==> src/rtl/exe_seq_pkg.sv <==
// exe_seq_pkg: widths, instruction field offsets, FSM states and NOP word for the EXE sequencer.
package exe_seq_pkg;
    localparam int DATA_W   = 6;
    localparam int RADDR_W  = 4;
    localparam int OPER_W   = 3;
    localparam int DEPTH    = 16;
    localparam int AW       = $clog2(DEPTH);
    localparam int INSTR_W  = OPER_W + 1 + 3 * RADDR_W + DATA_W;
    localparam int DATA_LSB = 0;
    localparam int REG2_LSB = DATA_LSB + DATA_W;
    localparam int REG1_LSB = REG2_LSB + RADDR_W;
    localparam int REG0_LSB = REG1_LSB + RADDR_W;
    localparam int IMM_BIT  = REG0_LSB + RADDR_W;
    localparam int OPER_LSB = IMM_BIT + 1;
    localparam logic [INSTR_W-1:0] NOP = '0;
    typedef enum logic [1:0] {IDLE = 2'd0, RUN = 2'd1, DONE = 2'd2} state_t;
endpackage

==> src/rtl/exe_seq_prog_mem.sv <==
// exe_seq_prog_mem: DEPTH x INSTR_W program buffer, synchronous write, asynchronous read, no reset.
module exe_seq_prog_mem
    import exe_seq_pkg::*;
(
    input  logic               i_clk,
    input  logic               i_we,
    input  logic [AW-1:0]      i_waddr,
    input  logic [INSTR_W-1:0] i_wdata,
    input  logic [AW-1:0]      i_raddr,
    output logic [INSTR_W-1:0] o_rdata
);
    logic [INSTR_W-1:0] mem_q [DEPTH];
    always_ff @(posedge i_clk) begin
        if (i_we) mem_q[i_waddr] <= i_wdata;
    end
    assign o_rdata = mem_q[i_raddr];
endmodule

==> src/rtl/exe_seq.sv <==
// exe_seq: issues a loaded program to EXE, one word per HOLD_CYC cycles.
// Optional halt on EXE flag feedback is enabled by defining EXE_SEQ_FLAG_HALT_EN.
module exe_seq
    import exe_seq_pkg::*;
#(
    parameter int HOLD_CYC      = 1,
    parameter int HALT_FLAG_BIT = 0
) (
    input  logic                      i_clk,
    input  logic                      i_rst,
    input  logic                      i_wr_en,
    input  logic [AW-1:0]             i_wr_addr,
    input  logic [INSTR_W-1:0]        i_wr_instr,
    input  logic                      i_start,
    input  logic [AW:0]               i_len,
    input  logic                      i_abort,
    input  logic [3:0]                i_flag,
    output logic [OPER_W-1:0]         o_oper,
    output logic                      o_imm,
    output logic [RADDR_W-1:0]        o_reg0,
    output logic [RADDR_W-1:0]        o_reg1,
    output logic [RADDR_W-1:0]        o_reg2,
    output logic signed [DATA_W-1:0]  o_data,
    output logic                      o_busy,
    output logic                      o_done,
    output logic                      o_halted,
    output logic [AW-1:0]             o_pc
);
    localparam int HW = HOLD_CYC > 1 ? $clog2(HOLD_CYC) : 1;
    localparam logic [HW-1:0] HOLD_LAST = HW'(HOLD_CYC - 1);

    state_t             state_q, state_d;
    logic [AW-1:0]      pc_q, pc_d, last_q, last_d;
    logic [HW-1:0]      hold_q, hold_d;
    logic               halted_q, halted_d;
    logic               halt_hit;
    logic [INSTR_W-1:0] rd_instr, issue;

    // Writes are blocked only while running, so buffer contents are stable during a run.
    exe_seq_prog_mem u_mem (
        .i_clk   (i_clk),
        .i_we    (i_wr_en && state_q != RUN),
        .i_waddr (i_wr_addr),
        .i_wdata (i_wr_instr),
        .i_raddr (pc_q),
        .o_rdata (rd_instr)
    );

`ifdef EXE_SEQ_FLAG_HALT_EN
    assign halt_hit = i_flag[HALT_FLAG_BIT] && !(HOLD_CYC == 1 && pc_q == '0);
`else
    logic unused_flag;
    assign unused_flag = ^i_flag;
    assign halt_hit = 1'b0;
`endif

    always_comb begin
        state_d  = state_q;
        pc_d     = pc_q;
        last_d   = last_q;
        hold_d   = hold_q;
        halted_d = halted_q;
        case (state_q)
            IDLE: if (i_start && i_len != '0) begin
                state_d  = RUN;
                pc_d     = '0;
                hold_d   = '0;
                halted_d = 1'b0;
                last_d   = i_len > (AW+1)'(DEPTH) ? AW'(DEPTH - 1) : AW'(i_len - (AW+1)'(1));
            end
            RUN: if (i_abort) begin
                state_d  = IDLE;
                halted_d = 1'b1;
            end else if (hold_q == HOLD_LAST) begin
                hold_d = '0;
                if (halt_hit) begin
                    state_d  = IDLE;
                    halted_d = 1'b1;
                end else if (pc_q == last_q) state_d = DONE;
                else pc_d = pc_q + 1'b1;
            end else hold_d = hold_q + 1'b1;
            default: state_d = IDLE;
        endcase
    end

    always_ff @(posedge i_clk or posedge i_rst) begin
        if (i_rst) begin
            state_q  <= IDLE;
            pc_q     <= '0;
            last_q   <= '0;
            hold_q   <= '0;
            halted_q <= 1'b0;
        end else begin
            state_q  <= state_d;
            pc_q     <= pc_d;
            last_q   <= last_d;
            hold_q   <= hold_d;
            halted_q <= halted_d;
        end
    end

    // Issue word comes straight from the registered buffer, so a same-edge write to buf[0] is seen.
    assign issue    = state_q == RUN ? rd_instr : NOP;
    assign o_oper   = issue[OPER_LSB +: OPER_W];
    assign o_imm    = issue[IMM_BIT];
    assign o_reg0   = issue[REG0_LSB +: RADDR_W];
    assign o_reg1   = issue[REG1_LSB +: RADDR_W];
    assign o_reg2   = issue[REG2_LSB +: RADDR_W];
    assign o_data   = issue[DATA_LSB +: DATA_W];
    assign o_busy   = state_q == RUN;
    assign o_done   = state_q == DONE;
    assign o_halted = halted_q;
    assign o_pc     = pc_q;
endmodule

==> config.mk <==
export PLATFORM = sky130hd
export DESIGN_NAME = exe_seq
export DESIGN_NICKNAME = d
export VERILOG_FILES = /design/src/rtl/exe_seq_pkg.sv /design/src/rtl/exe_seq_prog_mem.sv /design/src/rtl/exe_seq.sv
export SDC_FILE = /design/constraint.sdc
export NUM_CORES = 1
export LEC_CHECK = 0
export ABC_AREA = 1
export CAP_MARGIN = 20
export CORE_MARGIN = 2
export CORE_UTILIZATION = 65
export CTS_CLUSTER_DIAMETER = 80
export DETAILED_ROUTE_END_ITERATION = 8
export HOLD_SLACK_MARGIN = 0.15
export PLACE_DENSITY = 0.85
export SETUP_SLACK_MARGIN = 0.5
export SLEW_MARGIN = 20
export SYNTH_ARGS = -nofsm -noshare
export SYNTH_HDL_FRONTEND = slang
export SYNTH_SLANG_ARGS = --single-unit
==> constraint.sdc <==
create_clock -name i_clk -period 7 [get_ports i_clk]
set_input_delay 1.4 -clock i_clk [delete_from_list [all_inputs] [get_ports i_clk]]
set_output_delay 1.4 -clock i_clk [all_outputs]
set_load 0.02 [all_outputs]
==> metrics.cfg <==
[place]
gp_congestion=0.755
dp_cells=1818
dp_worst_setup_slack_ps=2070
portBuffers=64
placed_cell_area_um2=16400
dpl.hpwl_um=18500

[sta]
fin_crit_ps=5580
worst_slew_pin_slew_ps=1180
fmax_mhz=179
hold_violations=0
slew_viol_final=0
rsz0062_at_grt=no
timing.slew.headroom_pct=21.3
finalCritPeriodShare_pct=79.7
setup_viol=0
fin_skew_ps=6.40
setup_ws_ps=1420
tns_ps=0

[critical_path]
cp-end-kind=output pin
critPathArrivalTime_ps=4180
cp.required_ps=5600
worstRegToRegCells=7
startpoint=o_pc[0]
critPathCapture=o_reg1[1]
reg2reg_from=state_q[0]
setup.worst_path.class=flop to output pin
cp_max_fo=93
rr_endpoint=u_mem.mem_q[8][0]
timing.reg2reg.setup_slack_ps=3620
crit_path_start_kind=flop

[detailed_routing]
dr.pass1.iters=6
wl_per_cell_um=20.1
antenna_left=0
routed-via-count=11000
drc=0
drt-initial-drc-count=1452
via_per_inst=5.84
routed_wl_um=37800

[die]
rows=56
start_util_pct=66.3
die_area_um2=25300
die_w_um=159
core-area_um2=23500
ios=69
die_h_um=159

[yosys]
seq_area_frac_synth_pct=69.4
syn-num-nets=1525
synth.distinct_cells=21
yosys_warnings=0
avgSynthCellArea_um2=10.5
synth-seq-cells=363
synthesis.area_um2=15600
syn_inst=1483

[cts]
htree_levels=2
root_buffer=clkbuf_16
cts_hold_buffers=0
cts_sinks=363
clockBufferDepth=3
cts_resized=0
clk_latency_ps=510
path_clk_slew_ps=60
cts_tree=built
cts_buffers=36
cts_setup_buffers=0

[min_path]
hp-class=flop to flop

[power_and_ir_drop]
ir_worst_vdd_mv=0.246
p_leak_nw=7.22
powerDensity_nw_per_um2=344

[global_routing]
grt_pass1_wl_um=57300
grt_pass1_vias=11000
grt.total_usage_pct=29.5
antenna_found_initial=0
grt_overflow=0
grt_max_degree=94

[status]
status=finished, final reports clean

[job]
cap_violations=0

[cells_and_area]
fin_util_pct=74.4
fillers=1422
nets=1579
insertedDiodeCount=0
final_common_cell=nand2_1
final_cell_mix=nand2_1, edfxtp_1, nand3_1
stdcell_count=1881
finish.instance_area_um2=17500
drive_above_1_share_pct=6.08
syn2layout_area_growth_pct=12.1

## metal layers
layer  wire [um]  share of wire (%)  up-vias  track usage [%]
li1            -                  -     4946                -
met1       13600                 36     5251             36.2
met2       19100                 51      658             50.5
met3        3560                9.4      126             4.90
met4        1540                4.1        0             16.1
met5           0                  0        -                0
## stage by stage
stage | hold slack, ps | power, mW
detailed placement | 481 | 4.26
global route | 514 | 6.27
CTS | 503 | 6.01
finish | 504 | 6.03
floorplan | 468 | 3.76
global placement | 483 | 4.19
## cells in the mapped netlist, drive strengths merged
library cell	number	area [um^2]
nand2	557	2090
edfxtp	352	10600
nand3	234	1170
inv	192	723
buf	59	404
nor2	26	97.6
a21oi	22	110
clkbuf	16	60.1
dfrtp	11	275
xor2	7	61.3
ha	2	25.0
o21ai	2	10.0
a22o	1	8.76
clkinv	1	3.75
nor3	1	5.00
## worst min path at each step
| stage | cells past startpoint | slack (ps) | end | startpoint |
|---|---|---|---|---|
| floorplan | 2 | 470 | last_q[0] | last_q[0] |
| global route | 1 | 510 | o_halted | o_halted |
| global placement | 2 | 480 | last_q[1] | last_q[1] |
| CTS | 1 | 500 | o_halted | o_halted |
| detailed placement | 1 | 480 | o_halted | o_halted |
| finish | 1 | 500 | o_halted | o_halted |
## cell families after synthesis
family | Yosys count | synth area share (%)
DFF | 363 | 69.4
and+or+nand+nor | 818 | 21.5
AOI/OAI and AO/OA | 25 | 0.825
adders and majority gates | 2 | 0.160
xor gates and xnor gates | 7 | 0.393
buffers and inverters | 268 | 7.63
## sequential cells by signal, summed over array words and instances (netlist names)
name         flops
u_mem.mem_q    352
last_q           4
o_pc             4
state_q          2
o_halted         1
## critical path, cell delays in order (launching register included)
cell	delay, ps
dfrtp_4	1130
buf_4	930
nand2_1	100
nand2_1	110
nand2_1	60
nand3_1	130
nand3_1	90
a21oi_1	340
clkdlybuf4s50_1	680
## cell type report
class | instances | area [um^2] | share of cell area (%)
clock inverters | 18 | 105 | 0.600
inverters | 193 | 727 | 4.15
multi-input cells | 852 | 3620 | 20.7
flip-flops and latches | 363 | 10900 | 62.0
well taps | 319 | 399 | 2.28
clock buffers | 45 | 956 | 5.46
repair buffers | 91 | 843 | 4.82
## power breakdown
group | internal [mW] | switching [mW]
Sequential | 2.45 | 0.101
Clock | 1.00 | 0.767
Combinational | 0.548 | 1.16
Total | 4.00 | 2.03
Note: power is estimated with default switching activity, not from simulation.
